### config.mk
export PLATFORM = sky130hd
export DESIGN_NAME = node_inject
export DESIGN_NICKNAME = d
export VERILOG_FILES = /design/src/rtl/router_pkg.sv /design/src/rtl/stream_fifo.sv /design/src/rtl/node_inject.sv
export SDC_FILE = /design/constraint.sdc
export NUM_CORES = 1
export LEC_CHECK = 0
export BUFFER_PORTS_ARGS = -buffer_cell sky130_fd_sc_hd__buf_2
export CORE_MARGIN = 3
export CORE_UTILIZATION = 60
export CTS_BUF_LIST = sky130_fd_sc_hd__clkbuf_4
export CTS_CLUSTER_SIZE = 24
export DETAILED_ROUTE_END_ITERATION = 8
export PLACE_DENSITY = 0.87
export SETUP_SLACK_MARGIN = 0.5
export SKIP_CTS_REPAIR_TIMING = 1
export SLEW_MARGIN = 25
export SYNTH_ARGS = -nofsm -noshare
export SYNTH_HDL_FRONTEND = slang
export SYNTH_SLANG_ARGS = --single-unit
### constraint.sdc
create_clock -name clk -period 14.8 [get_ports clk]
set_input_delay 1.48 -clock clk [delete_from_list [all_inputs] [get_ports clk]]
set_output_delay 1.48 -clock clk [all_outputs]
set_load 0.02 [all_outputs]
### src/rtl/router_pkg.sv
// Shared router defaults: header/payload widths, stream width derivation and
// the injector FSM state type.
package router_pkg;

    localparam int unsigned NET_WIDTH_DEF  = 4;
    localparam int unsigned DATA_WIDTH_DEF = 128;

    typedef enum logic {
        IDLE  = 1'b0,
        BURST = 1'b1
    } inj_state_e;

    // Router word is {header, payload}; header sits above the payload bits.
    function automatic int unsigned stream_width_f(input int unsigned dw,
                                                   input int unsigned nw);
        return dw + nw;
    endfunction

endpackage

### src/rtl/stream_fifo.sv
// Single-clock FIFO with extra-bit pointers for full/empty; head reads as
// zero while empty.
module stream_fifo
    import router_pkg::*;
#(
    parameter int unsigned width = 8,
    parameter int unsigned depth = 4
) (
    input  logic             clk,
    input  logic             rst_n,
    input  logic             push,
    input  logic [width-1:0] din,
    output logic             full,
    input  logic             pop,
    output logic [width-1:0] dout,
    output logic             empty
);

    localparam int unsigned AW = $clog2(depth);

    logic [width-1:0] mem_q [depth];
    logic [AW:0]      wr_q, wr_d;
    logic [AW:0]      rd_q, rd_d;
    logic             do_push;
    logic             do_pop;

    always_comb begin
        empty   = (wr_q == rd_q);
        full    = (wr_q[AW] != rd_q[AW]) && (wr_q[AW-1:0] == rd_q[AW-1:0]);
        do_push = push && !full;
        do_pop  = pop && !empty;
        wr_d    = do_push ? wr_q + (AW+1)'(1) : wr_q;
        rd_d    = do_pop  ? rd_q + (AW+1)'(1) : rd_q;
        dout    = empty ? '0 : mem_q[rd_q[AW-1:0]];
    end

    always_ff @(posedge clk or negedge rst_n) begin
        if (!rst_n) begin
            wr_q <= '0;
            rd_q <= '0;
        end else begin
            wr_q <= wr_d;
            rd_q <= rd_d;
        end
    end

    always_ff @(posedge clk) begin
        if (do_push) begin
            mem_q[wr_q[AW-1:0]] <= din;
        end
    end

endmodule

### src/rtl/node_inject.sv
// Burst injector: accepts {addr,len} requests, tags each payload word with the
// latched address and buffers it for the router. INJECT_STATS_EN adds stat_words.
module node_inject
    import router_pkg::*;
#(
    parameter int unsigned net_width  = NET_WIDTH_DEF,
    parameter int unsigned data_width = DATA_WIDTH_DEF,
    parameter int unsigned depth      = 4,
    parameter int unsigned len_width  = 4,
    localparam int unsigned stream_width = stream_width_f(data_width, net_width)
) (
    input  logic                    clk,
    input  logic                    rst_n,
    input  logic                    req_valid,
    input  logic [net_width-1:0]    req_addr,
    input  logic [len_width-1:0]    req_len,
    output logic                    req_ready,
    input  logic                    dat_valid,
    input  logic [data_width-1:0]   dat,
    output logic                    dat_ready,
    output logic                    out_valid,
    output logic [stream_width-1:0] out_stream,
    input  logic                    out_ready,
    output logic                    busy
`ifdef INJECT_STATS_EN
    ,
    output logic [15:0]             stat_words
`endif
);

    inj_state_e            state_q, state_d;
    logic [net_width-1:0]  addr_q, addr_d;
    logic [len_width-1:0]  count_q, count_d;
    logic                  fifo_full;
    logic                  fifo_empty;
    logic                  accept;

    always_ff @(posedge clk or negedge rst_n) begin
        if (!rst_n) begin
            state_q <= IDLE;
            addr_q  <= '0;
            count_q <= '0;
        end else begin
            state_q <= state_d;
            addr_q  <= addr_d;
            count_q <= count_d;
        end
    end

    always_comb begin
        state_d = state_q;
        addr_d  = addr_q;
        count_d = count_q;
        case (state_q)
            IDLE: begin
                if (req_valid) begin
                    state_d = BURST;
                    addr_d  = req_addr;
                    count_d = req_len;
                end
            end
            BURST: begin
                if (accept) begin
                    if (count_q == '0) begin
                        state_d = IDLE;
                    end else begin
                        count_d = count_q - len_width'(1);
                    end
                end
            end
            default: state_d = IDLE;
        endcase
    end

    // dat_ready looks only at full, so a same-cycle pop never frees a slot early.
    always_comb begin
        req_ready = (state_q == IDLE);
        dat_ready = (state_q == BURST) && !fifo_full;
        accept    = dat_valid && dat_ready;
        out_valid = !fifo_empty;
        busy      = (state_q == BURST) || !fifo_empty;
    end

    stream_fifo #(
        .width (stream_width),
        .depth (depth)
    ) u_fifo (
        .clk   (clk),
        .rst_n (rst_n),
        .push  (accept),
        .din   ({addr_q, dat}),
        .full  (fifo_full),
        .pop   (out_ready),
        .dout  (out_stream),
        .empty (fifo_empty)
    );

`ifdef INJECT_STATS_EN
    logic [15:0] stat_q, stat_d;

    always_comb begin
        stat_d = stat_q;
        if (out_valid && out_ready && (stat_q != '1)) begin
            stat_d = stat_q + 16'd1;
        end
    end

    always_ff @(posedge clk or negedge rst_n) begin
        if (!rst_n) begin
            stat_q <= '0;
        end else begin
            stat_q <= stat_d;
        end
    end

    assign stat_words = stat_q;
`endif

endmodule

==> reports/qor.csv <==
stage;metric;value;unit
run_status;status;complete, no violations;
global_routing;largest net degree at the start of global routing;75;
critical_path;Crit. Startpoint;u_fifo.rd_q[1]$_DFFE_PN0P_;
yosys;asr flop ratio synth;2.76;%
yosys;synthesis-stage register bit count;543;
cts;clk root buf;clkbuf_4;
yosys;unique cell type count in the Yosys netlist;38;
timing;worst hold slack;0.528;ns
timing;FMAX;194;MHz
layout;Layout Cells excl Fill;1841;
flow_run;MaxCap Viol Count;0;
critical_path;crit path DAT;3.67;ns
yosys;Post-Syn Area;20800;sq um
cts;Clock Pin Slew Worst Setup and Hold Paths;0.06;ns
die;Die X;192;um
timing;Fin Setup TNS;0;ns
timing;crit path time final;5.15;ns
detailed_routing;WL/cell;21.8;um
power;VDD IR max;0.000141;V
layout;Reg area;16200;sq um
die;# rows;67;
yosys;post-synthesis sequential area ratio;77.9;%
place;PortBufs;276;
timing;final hold vios;0;
die;Die Ht;192;um
yosys;Post-synth EDFFs;528;
global_routing;first-pass GRT wire length;62.0;mm
layout;commonest non-fill, non-tap cell in the layout;edfxtp_1;
detailed_routing;Post-route DRC;0;
global_routing;initial antenna violation count;10;
place;Routability Congestion;0.709;
layout;fill cell count;1982;
cts;largest buffer count on any clock path;3;
die;initial core utilization;61.5;%
detailed_routing;drt initial violations;760;
global_routing;gr usage total;22.5;%
cts;CTS tree;yes;
detailed_routing;Final ANT Viol Nets;0;
critical_path;CP required;13.32;ns
critical_path;Reg2Reg Setup Slack;10.61;ns
timing;unrepaired setup endpoints after global routing;false;
critical_path;WS Path Type;flop to output port;
layout;area of the multi-input gates;4340;sq um
place;DP HPWL;24.0;mm
power;pwr/cell area;230;nW/um^2
detailed_routing;drt total wl;40.1;mm
critical_path;Worst R2R End;u_fifo.mem_q[3][2]$_DFFE_PP_;
power;Pleak;0.00857;uW
timing;worst-margin pin slew;0.974;ns
yosys;syn nets;1064;
timing;crit share post-route;34.8;%
global_routing;vias in the first global route;11200;
layout;most frequent cells in the layout;528 x edfxtp_1, 276 x buf_2, 188 x clkbuf_4, 132 x mux4_2, 132 x and2_1;
yosys;ys flop type;edfxtp_1;
timing;max_slew headroom;35.1;%
cts;number of clock sinks;543;
critical_path;reg2reg path depth;5;
critical_path;Reg-to-Reg Start;u_fifo.rd_q[1]$_DFFE_PN0P_;
yosys;average size of a mapped cell;22.8;sq um
worst_hold_path;hold crit path type;flop to flop;
cts;clk_lat worst skew;0.78;ns
global_routing;global route overflow;0;
critical_path;worst setup path end;out_stream[101];
detailed_routing;vias per cell;5.62;
die;CORE AREA;33900;sq um
yosys;Synth Instances;916;
layout;synth-to-layout area growth;16.8;%
yosys;Synth Warn #;0;
layout;layout cells sized above 1;46.5;%
cts;# H-tree levels;4;
power;Power Total;5600;uW
timing;Clock Skews;0.0320;ns
place;DP Cell Count;1606;
timing;Final Max Tran Viols;0;
critical_path;crit start category;flop;
layout;Nets;1444;
detailed_routing;First-pass DRT Iterations;5;
critical_path;critical path fanouts, max;74;
die;I/O Pins;277;
cts;cts bufs inserted;135;
critical_path;CP endpoint kind;output port;
timing;final setup fails;0;
die;Die ar.;37000;sq um
detailed_routing;vias;10300;
==> power by group <==
part	leakage (uW)	switching, uW	internal, uW
registers	0.00499	143	2080
logic	0.00258	1290	889
clock network	0.000999	547	654
total	0.00857	1980	3620
==> layout make-up <==
cell class | count | share of cell area (%)
Tap cell | 448 | 2.30
Clock inverter | 37 | 1.05
Multi-Input combinational cell | 322 | 17.8
Inverter | 5 | 0.0771
Antenna cell | 9 | 0.0925
Timing Repair Buffer | 289 | 6.19
Clock buffer | 188 | 5.80
Sequential cell | 543 | 66.7
==> per-layer routing <==
metal | track usage [%] | routed length [um] | vias to the layer above
met5 | 0 | 79 | -
met3 | 9.43 | 4180 | 68
met4 | 7.23 | 661 | 12
li1 | - | - | 4602
met1 | 28.4 | 15200 | 5182
met2 | 36.2 | 20000 | 481
==> cell families after synthesis <==
group,after synthesis,synth area share (%)
flip-flops,543,77.9
buffers and inverters,51,1.41
adder cells (fa/ha/maj),7,0.420
XOR/XNOR,8,0.552
multiplexers,138,14.6
AO/OA/AOI/OAI,13,0.528
AND/OR/NAND/NOR,156,4.62
==> critical path, stage by stage, from the launching register on <==
cell and delay, ns:
dfrtp_4 1.05, xnor2_4 0.19, nand3_4 0.56, buf_4 0.61, and2_1 0.25, buf_2 0.17
==> synthesized netlist by cell type (2+ instances only) <==
library cell  count  area, sq um
o21ai_0           2         10.0
xnor2_1           4         35.0
dfrtp_1          15          375
nand3_1           2         10.0
edfxtp_1        528        15900
a211o_1           2         17.5
buf_1             5         18.8
nand2_1           5         18.8
nor2_1            2         7.51
a21oi_1           2         10.0
and2_1          136          851
buf_6            10          113
ha_1              7         87.6
nor3b_1           2         15.0
mux4_2          132         2970
xnor2_4           2         55.1
inv_1             5         18.8
mux2_2            5         56.3
and3_1            2         12.5
buf_2            22          110
clkbuf_1          9         33.8
==> flip-flops by register name, summed over array words and instances (netlist names) <==
register and cells:
state_q 1, count_q 4, u_fifo.mem_q 528, u_fifo.rd_q 3, addr_q 4, u_fifo.wr_q 3
==> worst min path at each step <==
stage	from	end	slack, ns	depth (start not counted)
finish	addr_q[1]$_DFFE_PN0P_	u_fifo.mem_q[1][129]$_DFFE_PP_	0.53	0
global route	rst_n	count_q[0]$_DFFE_PN0P_	0.55	1
CTS	rst_n	addr_q[2]$_DFFE_PN0P_	0.54	1
detailed placement	addr_q[1]$_DFFE_PN0P_	u_fifo.mem_q[0][129]$_DFFE_PP_	0.53	0
global placement	addr_q[1]$_DFFE_PN0P_	u_fifo.mem_q[1][129]$_DFFE_PP_	0.49	0
floorplan	addr_q[0]$_DFFE_PN0P_	u_fifo.mem_q[0][128]$_DFFE_PP_	0.47	0
==> stage by stage <==
stage          setup WS, ns  area (sq um)  utilization, %
2_1_floorplan          9.36         20800               -
3_3_place_gp          10.19         22600            66.8
3_5_place_dp          10.20         22600            66.8
4_1_cts                9.31         24300            71.7
5_1_grt                9.34         24300            71.8
6_report               9.65         24300            71.9
Note: power is estimated with default switching activity, not from simulation.
